`config.mk`:
```
export PLATFORM = sky130hd
export DESIGN_NAME = sampctl_seq
export DESIGN_NICKNAME = d
export VERILOG_FILES = /design/src/rtl/sampctl_pkg.sv /design/src/rtl/sampctl_timer.sv /design/src/rtl/sampctl_seq.sv
export SDC_FILE = /design/constraint.sdc
export NUM_CORES = 1
export LEC_CHECK = 0
export BUFFER_PORTS_ARGS = -buffer_cell sky130_fd_sc_hd__clkbuf_2
export CAP_MARGIN = 20
export CORE_ASPECT_RATIO = 1.75
export CORE_MARGIN = 3
export CORE_UTILIZATION = 62
export CTS_BUF_LIST = sky130_fd_sc_hd__clkbuf_8
export CTS_CLUSTER_SIZE = 14
export DETAILED_ROUTE_END_ITERATION = 10
export PLACE_DENSITY_LB_ADDON = 0.12
export SETUP_SLACK_MARGIN = 0.4
export SLEW_MARGIN = 30
export SYNTH_ARGS = -nofsm -noshare
export SYNTH_HDL_FRONTEND = slang
export SYNTH_SLANG_ARGS = --single-unit
```
`constraint.sdc`:
```
create_clock -name clk -period 4.65 [get_ports clk]
set_clock_uncertainty 0.05 [all_clocks]
set_input_delay 0.93 -clock clk [delete_from_list [all_inputs] [get_ports clk]]
set_output_delay 0.93 -clock clk [all_outputs]
set_load 0.05 [all_outputs]
```
`src/rtl/sampctl_pkg.sv`:
```
// sampctl_pkg: shared types and default parameter constants for the
// sampling-switch sequencer (sampctl_seq) and its timer sub-module.
//   state_t   : sequencer FSM state encoding
//   N_CH_DEF  : default number of comparator channels
//   CNT_W_DEF : default width of timing fields and the down-counter
package sampctl_pkg;

  localparam int N_CH_DEF  = 4;
  localparam int CNT_W_DEF = 8;

  typedef enum logic [2:0] {
    IDLE,
    LEAD,
    SAMP,
    STAG,
    DONE
  } state_t;

endpackage

```
`src/rtl/sampctl_timer.sv`:
```
// sampctl_timer: loadable down-counter with a zero flag. A load value of
// N-1 makes the zero flag rise N-1 cycles later, so the owning FSM state
// lasts exactly N cycles. The counter stops at zero and never wraps.
// Ports:
//   clk      : clock, rising edge
//   rst_n    : synchronous active-low reset (clears the count)
//   load     : load load_val this cycle (has priority over counting)
//   load_val : reload value
//   zero     : count is zero
module sampctl_timer #(
  parameter int CNT_W = 8
) (
  input  logic             clk,
  input  logic             rst_n,
  input  logic             load,
  input  logic [CNT_W-1:0] load_val,
  output logic             zero
);

  logic [CNT_W-1:0] cnt;

  always_ff @(posedge clk) begin
    if (!rst_n) begin
      cnt <= '0;
    end else if (load) begin
      cnt <= load_val;
    end else if (cnt != '0) begin
      cnt <= cnt - CNT_W'(1);
    end
  end

  assign zero = (cnt == '0);

endmodule

```
`src/rtl/sampctl_seq.sv`:
```
// sampctl_seq: timed multi-channel sampling-switch sequencer for the SAR
// front-end. A rising edge on seq_samp (accepted only in IDLE) launches one
// window: lead dead-time, n+p sample phase, then p-only stagger, then a
// one-cycle done pulse. Enables and timing fields are latched at trigger.
// Optional feature (macro SAMPCTL_SEQ_OVR_EN): ovr_cnt output counting
// triggers ignored because a window was in progress, saturating at 255.
// Ports:
//   clk, rst_n                 : clock, synchronous active-low reset
//   seq_samp                   : edge-sensitive sampling trigger
//   samp_p_en, samp_n_en       : per-channel enables, latched at trigger
//   cfg_dead                   : lead cycles before switch turn-on
//   cfg_samp_len               : n-side on-time (0 behaves as 1)
//   cfg_stagger                : extra cycles p stays on after n
//   switch_p, switch_n         : registered switch controls
//   samp_busy, samp_done       : window in progress / end-of-window pulse
//   ovr_cnt (optional)         : ignored-trigger counter
module sampctl_seq
  import sampctl_pkg::*;
#(
  parameter int N_CH  = N_CH_DEF,
  parameter int CNT_W = CNT_W_DEF
) (
  input  logic             clk,
  input  logic             rst_n,
  input  logic             seq_samp,
  input  logic [N_CH-1:0]  samp_p_en,
  input  logic [N_CH-1:0]  samp_n_en,
  input  logic [CNT_W-1:0] cfg_dead,
  input  logic [CNT_W-1:0] cfg_samp_len,
  input  logic [CNT_W-1:0] cfg_stagger,
  output logic [N_CH-1:0]  switch_p,
  output logic [N_CH-1:0]  switch_n,
  output logic             samp_busy,
  output logic             samp_done
`ifdef SAMPCTL_SEQ_OVR_EN
  ,
  output logic [7:0]       ovr_cnt
`endif
);

  state_t           state, state_nxt;
  logic             seq_hist;
  logic             trig;
  logic [N_CH-1:0]  p_lat, n_lat;
  logic [CNT_W-1:0] len_lat, stag_lat;
  logic             tmr_load;
  logic [CNT_W-1:0] tmr_val;
  logic             tmr_zero;

  // Timer reload for a phase of 'cycles' cycles; 0 collapses to a
  // single cycle, which is what cfg_samp_len=0 needs.
  function automatic logic [CNT_W-1:0] reload_of(input logic [CNT_W-1:0] cycles);
    return (cycles == '0) ? '0 : cycles - CNT_W'(1);
  endfunction

  assign trig = seq_samp & ~seq_hist;

  sampctl_timer #(.CNT_W(CNT_W)) u_timer (
    .clk      (clk),
    .rst_n    (rst_n),
    .load     (tmr_load),
    .load_val (tmr_val),
    .zero     (tmr_zero)
  );

  // Next state and timer reload. The entry from IDLE uses the live config
  // inputs since the latches only take them on this same edge.
  always_comb begin
    state_nxt = state;
    tmr_load  = 1'b0;
    tmr_val   = '0;
    case (state)
      IDLE: begin
        if (trig) begin
          tmr_load = 1'b1;
          if (cfg_dead != '0) begin
            state_nxt = LEAD;
            tmr_val   = reload_of(cfg_dead);
          end else begin
            state_nxt = SAMP;
            tmr_val   = reload_of(cfg_samp_len);
          end
        end
      end
      LEAD: begin
        if (tmr_zero) begin
          state_nxt = SAMP;
          tmr_load  = 1'b1;
          tmr_val   = reload_of(len_lat);
        end
      end
      SAMP: begin
        if (tmr_zero) begin
          if (stag_lat != '0) begin
            state_nxt = STAG;
            tmr_load  = 1'b1;
            tmr_val   = reload_of(stag_lat);
          end else begin
            state_nxt = DONE;
          end
        end
      end
      STAG: begin
        if (tmr_zero) state_nxt = DONE;
      end
      DONE:    state_nxt = IDLE;
      default: state_nxt = IDLE;
    endcase
  end

  // Outputs are registered from the current state, so switches trail the
  // state register by one edge and come straight from flops.
  always_ff @(posedge clk) begin
    if (!rst_n) begin
      state     <= IDLE;
      seq_hist  <= 1'b0;
      p_lat     <= '0;
      n_lat     <= '0;
      len_lat   <= '0;
      stag_lat  <= '0;
      switch_p  <= '0;
      switch_n  <= '0;
      samp_busy <= 1'b0;
      samp_done <= 1'b0;
    end else begin
      state    <= state_nxt;
      seq_hist <= seq_samp;
      if (state == IDLE && trig) begin
        p_lat    <= samp_p_en;
        n_lat    <= samp_n_en;
        len_lat  <= cfg_samp_len;
        stag_lat <= cfg_stagger;
      end
      switch_p  <= (state == SAMP || state == STAG) ? p_lat : '0;
      // n is gated by p so an n-only channel can never close its n switch
      // without the matching p switch.
      switch_n  <= (state == SAMP) ? (n_lat & p_lat) : '0;
      samp_busy <= (state_nxt != IDLE);
      samp_done <= (state == DONE);
    end
  end

`ifdef SAMPCTL_SEQ_OVR_EN
  always_ff @(posedge clk) begin
    if (!rst_n) begin
      ovr_cnt <= '0;
    end else if (trig && state != IDLE && ovr_cnt != 8'hFF) begin
      ovr_cnt <= ovr_cnt + 8'd1;
    end
  end
`endif

endmodule

```
# Word-level counts from Yosys, hierarchy flattened
# Cells that the tools add are included.
# word_totals
inputBits	35
output_inout_bits	10
reg_bits	46
# op_classes
reduce_logical	15
n_mux	24
eq_ne	4
addsub	5
bitwise	3
# ops
cell	n
$mux W8	11
$logic_not A8 Y1	5
$sub A8 B1 Y8 const B	5
$pmux W8 S3	1
$reduce_bool A8 Y1	3
$mux W3	5
$pmux W3 S4	1
$eq A3 B2 Y1 const B	2
$and A4 B4 Y4	1
$mux W1	4
$reduce_and A2 Y1	2
$eq A3 B1 Y1 const B	1
$eq A3 B3 Y1 const B	1
$logic_not A3 Y1	1
$pmux W1 S3	1
$reduce_bool A3 Y1	1
$mux W2	1
$reduce_bool A2 Y1	1
$and A1 B1 Y1	1
$logic_and A1 B1 Y1	1
$logic_or A1 B1 Y1	1
$not A1 Y1	1

# Depth between registers and ports, before layout
# Gate-level depths: netlist (run 1).
# depth
word_depth	6
ltp_mapped	8

# Cells and area by module
# Synthesis (run 1) repeated with hierarchy kept, for this count alone.
# unflattened
hier_cells	329
area_unflattened_um2	2777.7
# by_module_without_submodules
mod	area_per_inst_um2	cells_each	n_inst
sampctl_seq	2319.7	278	1
sampctl_timer	457.9	51	1

# Least setup slack after synthesis (run 1)
# OpenSTA, ideal clock, no wires.
# synth_path
path_type	reg2reg
start	reg u_timer.cnt[2]
end	reg u_timer.cnt[6]
synth_period_minus_slack_ns	2.666
setup_time_ns	0.122
setup_slack_ns	1.984
path_stages_with_launch	7
arrival_ns	2.494
path_cell_list	dfxtp_1 or4_4 or4b_4 or4b_1 buf_6 o311a_4 o311a_1
# synth_between
elab_chain_len	4
# synth_rtl
element	line_no	text
start, declared	sampctl_timer.sv:20	logic [CNT_W-1:0] cnt;
start signal, assigned	sampctl_timer.sv:26	cnt <= load_val;
start signal, assigned	sampctl_timer.sv:28	cnt <= cnt - CNT_W'(1);
parallel branches: the longest is 4 deep, another holds $sub A8 B1 Y8	n/a	
# Several ways; the timed one is not identified. The select of a mux whose other input is x is not followed.
# A chain may end at the register's enable or synchronous reset.

# Final worst setup path (run 1)
# Ends and elaborated chain as after synthesis.

==> results.ini, run 1 <==
[clock_network]
cts_resized = 0
cts_hold_buf = 0
clkLatencyLatePin_ns = 0.30
max-clock-path-buffers = 2
cts_tree = yes
cts_root_buffer = clkbuf_8
cts_setup_buffers = 0
cts_buffers = 5
cts_num_sinks = 46
cts_htree_levels = 2
clk_pin_slew_ns = 0.09

[layout]
fillCellCount = 310
final_common_cell = nand2_1
regArea_um2 = 920.9
multi_input_area_mm2 = 0.001418
n_antenna_cell = 0
final_util_pct = 75.69
final_cell_mix = nand2_1 (60), dfxtp_1 (46), clkbuf_2 (44), a21oi_1 (39), nor2_1 (19)
drive_above_1_share_pct = 16.95
nNetsFinal = 396
area_growth_pct = 14.23

[sta]
tns_ns = 0
layout_setup_ws_ns = 1.695
finalCritPeriodShare_pct = 63.55
timing.hold.ws_ns = 0.4057
worstMarginPinSlew_ns = 0.6799
relSlewSlack_pct = 54.39
setup_violations = 0
rsz0062_at_grt = false
hold_viol_final = 0
fin_crit_ns = 2.955
fmax_mhz = 338.4
drv_slew = 0

[die]
die_area_mm2 = 0.004776
io_pins = 45
die_x_um = 53.54
start_util_pct = 66.26
core-area_mm2 = 0.003701
die_height_um = 89.20
rows = 29

[yosys]
synth-warning-count = 0
muxShareOfSynthArea_pct = 0.4082
synth_compound_area_share_pct = 17.70
syn-cell-area_mm2 = 0.002452
synth_cell_types = 44
synthAdderAreaFrac_pct = 4.082
postSynthCellCount = 315
synth_ff_type = dfxtp_1
yosys.area_share.simple_pct = 26.38
avgSynthCellArea_um2 = 7.785
synth_xor_xnor_area_share_pct = 8.929
synth-edff-count = 0
syn_nets = 358
ys_async_sr_fraction_pct = 0
synth_top_family_by_area = simple AND/OR/NAND/NOR gates
yosysSeqAreaShare_pct = 37.55
synth-seq-cells = 46

[power_and_ir_drop]
p_total_mw = 1.290
ir_drop_mv = 0.3626
power_density_mw_per_mm2 = 460.6
leakage_nw = 1.197

[global_routing]
groute.usage.overall_pct = 26.78
grt_pass1_wl_mm = 9.466
grt.met2_usage_pct = 49.27
busiest_layer = met2
met3_usage_pct = 3.172
antenna_found_initial = 0
grtUsageMet1_pct = 29.70
grt_max_degree = 31
grt_pass1_vias = 2125
grt-ovfl-total = 0

[placed_design]
pre_cts_slack_ns = 1.714
dp_hpwl_mm = 4.452
routabilityCongestion = 0.8402
port_buffers = 44

[routing]
drt_wl_total_mm = 5.766
wl_per_cell_um = 14.42
ant_nets = 0
remaining_drc_errors = 0
drt_iter0_markers = 49
routed_via_density = 5.643
vias = 2257
firstDrtPassIters = 4

[hold_path]
holdCritStartpoint = n_lat[0]
hold_end = n_lat[0]
hp-class = flip-flop to flip-flop
min_path_cells = 2

[worst_setup_path]
cp_cell_sequence = or4_4, or4b_4, or4b_1, o311a_4, o311a_1
cp_data_arrival_time_ns = 3.10
endpoint_kind = flip-flop
cpPeakStageDelay_ns = 0.69
worstSetupPathType = flip-flop to flip-flop
reg2reg_to = u_timer.cnt[6]
cp_top_family = simple AND/OR/NAND/NOR gates
path_buf_inv = 0
cp_num_cells = 5
cpMaxStageDelayCell = or4b_1
crit_required_ns = 4.79
r2r_cells = 5
reg2reg_slack_ns = 1.69
worstSetupStartpointType = flip-flop
r2r-start = u_timer.cnt[2]
critPathMaxFanout = 12

[job]
drv_cap = 0

[run_status]
status = finished clean

[worst min-delay path, cell delays in order, from the launching register on]
cell     delay [ns]
dfxtp_1        0.32
nand2_1        0.05
a21oi_1        0.05
[registers in the layout, indices dropped and copies added, names as in the netlist]
signal,cells
len_lat,8
samp_busy,1
stag_lat,8
u_timer.cnt,8
n_lat,4
switch_p,4
seq_hist,1
switch_n,4
state,3
p_lat,4
samp_done,1
[power breakdown]
part	internal, mW	leakage [nW]	switching, mW
sequential	0.452	0.377	0.0554
clock	0.164	0.0563	0.142
combinational	0.216	0.764	0.261
[stage by stage]
step,std cells,instance area (um^2)
finish,400,2801
global route,400,2801
CTS,400,2800
detailed placement,392,2683
global placement,392,2683
floorplan,315,2452
[per-layer routing]
metal  routed length (um)  up-vias  part of all wire, %
met3                  185       17                  3.2
met2                 3145       48                   55
li1                     -     1163                    -
met1                 2243     1029                   39
met5                    0        -                    0
met4                  192        0                  3.3
[cells in the mapped netlist, drive strengths merged, types with 3 or more instances]
master | n | share of area [%]
xor2 | 10 | 3.6
nor4 | 5 | 1.3
buf | 3 | 0.82
or3 | 3 | 0.77
o21ai | 7 | 1.4
nand2 | 60 | 9.2
dfxtp | 46 | 38
a211oi | 4 | 1.2
and3 | 6 | 1.5
ha | 8 | 4.1
nor2 | 19 | 2.9
clkbuf | 11 | 1.7
inv | 15 | 2.3
nor3b | 4 | 1.2
nor3 | 13 | 2.7
o22ai | 10 | 2.6
xnor2 | 15 | 5.4
and2 | 6 | 1.5
or4 | 6 | 2.0
a21oi | 39 | 8.0
[layout make-up]
cell class	count	area share, %
clock buffer	5	2.456
clock inverter	3	1.742
inverter	16	2.144
multi-input combinational	239	50.60
sequential	46	32.87
tap	46	2.054
timing repair buffer	45	8.129
[worst max path at each step]
stage | start | end | slack (ns)
2_1_floorplan | u_timer.cnt[2] | u_timer.cnt[6] | 1.98
3_3_place_gp | u_timer.cnt[2] | u_timer.cnt[6] | 1.74
3_5_place_dp | u_timer.cnt[2] | u_timer.cnt[6] | 1.71
4_1_cts | u_timer.cnt[2] | u_timer.cnt[6] | 1.70
5_1_grt | u_timer.cnt[2] | u_timer.cnt[6] | 1.59
6_report | u_timer.cnt[2] | u_timer.cnt[6] | 1.69
[cell families after synthesis]
group,count (synthesis)
flip-flops,46
AND/OR/NAND/NOR,133
multiplexers,1
adder cells (fa/ha/maj),8
XOR/XNOR,25
AO/OA/AOI/OAI,72
buffers and inverters,30
(Power assumes the default switching activity.)
==> run 2, diff against run 1 <==
Settings changed: CORE_UTILIZATION 62 to 52.
Clock period 4.65 ns to 2.5 ns, I/O delays scaled along.
==> results.ini, run 2 (synthesis results as in run 1) <==
[global_routing]
grt_pass1_vias = 2261  ; was 2125
grt-ovfl-total = 0  ; unchanged
antenna_found_initial = 0  ; unchanged
grt_max_degree = 26  ; was 31
groute.usage.overall_pct = 23.00  ; was 26.78%
grt_pass1_wl_mm = 10.28  ; was 9.466 mm

[routing]
routed_via_density = 5.615  ; was 5.643
drt_iter0_markers = 68  ; was 49
wl_met2_mm = 3.454  ; was 3.145 mm
wl_per_cell_um = 14.92  ; was 14.42 um
wl_met1_mm = 2.416  ; was 2.243 mm
ant_nets = 0  ; unchanged
remaining_drc_errors = 0  ; unchanged
vias = 2364  ; was 2257
met3_length_um = 178  ; was 185 um
firstDrtPassIters = 4  ; unchanged
top_layer_used = met4  ; unchanged
drt_wl_total_mm = 6.281  ; was 5.766 mm

[die]
die_x_um = 57.91  ; was 53.54 um
io_pins = 45  ; unchanged
die_area_mm2 = 0.005608  ; was 0.004776 mm^2
core-area_mm2 = 0.004484  ; was 0.003701 mm^2
start_util_pct = 54.69  ; was 66.26%
rows = 32  ; was 29
die_height_um = 96.85  ; was 89.20 um

[placed_design]
routabilityCongestion = 0.8854  ; was 0.8402
dp_hpwl_mm = 4.823  ; was 4.452 mm
port_buffers = 44  ; unchanged
pre_cts_slack_ns = -0.1973  ; was 1.714 ns
place_inst = 412  ; was 392

[clock_network]
cts_buffers = 5  ; unchanged
cts_num_sinks = 46  ; unchanged
cts_root_buffer = clkbuf_8  ; unchanged
max-clock-path-buffers = 2  ; unchanged
cts_htree_levels = 2  ; unchanged
cts_tree = yes  ; unchanged
cts_hold_buf = 0  ; unchanged
clk_pin_slew_ns = 0.09  ; about the same
clkLatencyLatePin_ns = 0.30  ; about the same

[power_and_ir_drop]
clock_power_share_pct = 22.4  ; was 23.7%
ir_drop_mv = 0.5823  ; was 0.3626 mV
combPwrFrac_pct = 41.0  ; was 37.0%
intPower_mw = 1.640  ; was 0.8319 mW
power.share.sequential_pct = 36.7  ; was 39.3%
p_switching_mw = 0.9173  ; was 0.4584 mW
power_density_mw_per_mm2 = 853.8  ; was 460.6 mW/mm^2
p_sw_share_pct = 35.87  ; was 35.52%
leakage_nw = 1.291  ; was 1.197 nW

[hold_path]
hold_end = p_lat[3]  ; was n_lat[0]
holdCritStartpoint = samp_p_en[3]  ; was n_lat[0]
hp-class = primary input to flip-flop  ; was flip-flop to flip-flop
min_path_cells = 3  ; was 2

[worst_setup_path]
crit_required_ns = 2.68  ; was 4.79 ns
r2r-start = u_timer.cnt[5]  ; was u_timer.cnt[2]
endpoint_kind = flip-flop  ; unchanged
reg2reg_to = u_timer.cnt[4]  ; was u_timer.cnt[6]
reg2reg_slack_ns = -0.07  ; was 1.69 ns
cp_data_arrival_time_ns = 2.76  ; was 3.10 ns
critPathMaxFanout = 5  ; was 12
worstSetupPathType = flip-flop to flip-flop  ; unchanged
r2r_cells = 7  ; was 5
worstSetupStartpointType = flip-flop  ; unchanged

[run_status]
failed_checks = negative setup slack
status = complete, but fails checks  ; was finished clean

[layout]
area_growth_pct = 22.14  ; was 14.23%
final_cell_mix = nand2_1 (60), dfxtp_1 (45), clkbuf_2 (44), a21oi_1 (37), nor2_1 (18)  ; was nand2_1 (60), dfxtp_1 (46), clkbuf_2 (44), a21oi_1 (39), nor2_1 (19)
stdcell_count = 421  ; was 400
drive_above_1_share_pct = 24.05  ; was 16.95%
n_antenna_cell = 0  ; unchanged
final_common_cell = nand2_1  ; unchanged
nNetsFinal = 412  ; was 396
reg_top3 = len_lat x8, stag_lat x8, u_timer.cnt x8  ; unchanged

[sta]
tns_ns = -0.3167  ; was 0 ns
timing.hold.ws_ns = 0.3541  ; was 0.4057 ns
rsz0062_at_grt = true  ; was false
relSlewSlack_pct = 60.29  ; was 54.39%
drv_slew = 0  ; unchanged
fin_crit_ns = 2.574  ; was 2.955 ns
hold_viol_final = 0  ; unchanged
setup_violations = 7  ; was 0
layout_setup_ws_ns = -0.07362  ; was 1.695 ns
worstMarginPinSlew_ns = 0.5907  ; was 0.6799 ns
finalCritPeriodShare_pct = 102.9  ; was 63.55%
fmax_mhz = 388.6  ; was 338.4 MHz

[job]
drv_cap = 0  ; unchanged

run 2: power groups by stage:
| stage | combinational, mW | sequential (mW) | clock [mW] |
|---|---|---|---|
| final | 1.05 | 0.938 | 0.572 |
| after global routing | 1.16 | 0.952 | 0.613 |
| after CTS | 1.02 | 0.937 | 0.586 |
| after detailed placement | 0.970 | 0.954 | 0 |
| after global placement | 0.962 | 0.947 | 0 |
| after floorplan | 0.705 | 0.942 | 0 |
run 2: worst max-delay path: stages (launching register included):
cell	delay [ns]
dfxtp_1	0.32
or4_4	0.54
or4b_4	0.56
or4b_4	0.54
buf_4	0.18
o22ai_1	0.17
o21ai_1	0.08
o21ai_1	0.07
run 2: worst max-delay path by stage:
stage	cells after the start	slack, ns	from	to
2_1_floorplan	6	-0.15	u_timer.cnt[5]	u_timer.cnt[6]
3_3_place_gp	5	-0.19	u_timer.cnt[5]	u_timer.cnt[6]
3_5_place_dp	7	-0.20	u_timer.cnt[5]	u_timer.cnt[0]
4_1_cts	5	-0.06	u_timer.cnt[5]	u_timer.cnt[6]
5_1_grt	7	-0.16	u_timer.cnt[5]	u_timer.cnt[5]
6_report	7	-0.07	u_timer.cnt[5]	u_timer.cnt[4]
run 2: routing by layer:
layer | track usage, % | up-vias
met5 | 0 | -
met4 | 11.61 | 0
met3 | 3.738 | 15
met2 | 40.07 | 44
met1 | 25.87 | 1102
li1 | - | 1203
run 2: repair_timing:
item	CTS	global route
pin swaps	5	2
setup buffers	1	0
setup endpoints to repair	10	10
gates resized for setup	7	6
run 2: area by class of cell:
type | count | area, um^2
fillers | 437 | 1489
flip-flops and latches | 46 | 922.1
repair buffers | 61 | 347.8
clock inverters | 3 | 48.80
inverters | 16 | 60.06
well taps | 51 | 63.81
multi-input cells | 239 | 1484
clock buffers | 5 | 68.82
run 2: through the flow:
step / cell area [um^2] / power, mW / util, %
after CTS: 2968 / 2.541 / 66.18
after detailed placement: 2803 / 1.924 / 62.50
after floorplan: 2457 / 1.647 / -
after global routing: 2995 / 2.726 / 66.80
final: 2995 / 2.557 / 66.80
after global placement: 2803 / 1.908 / 62.50
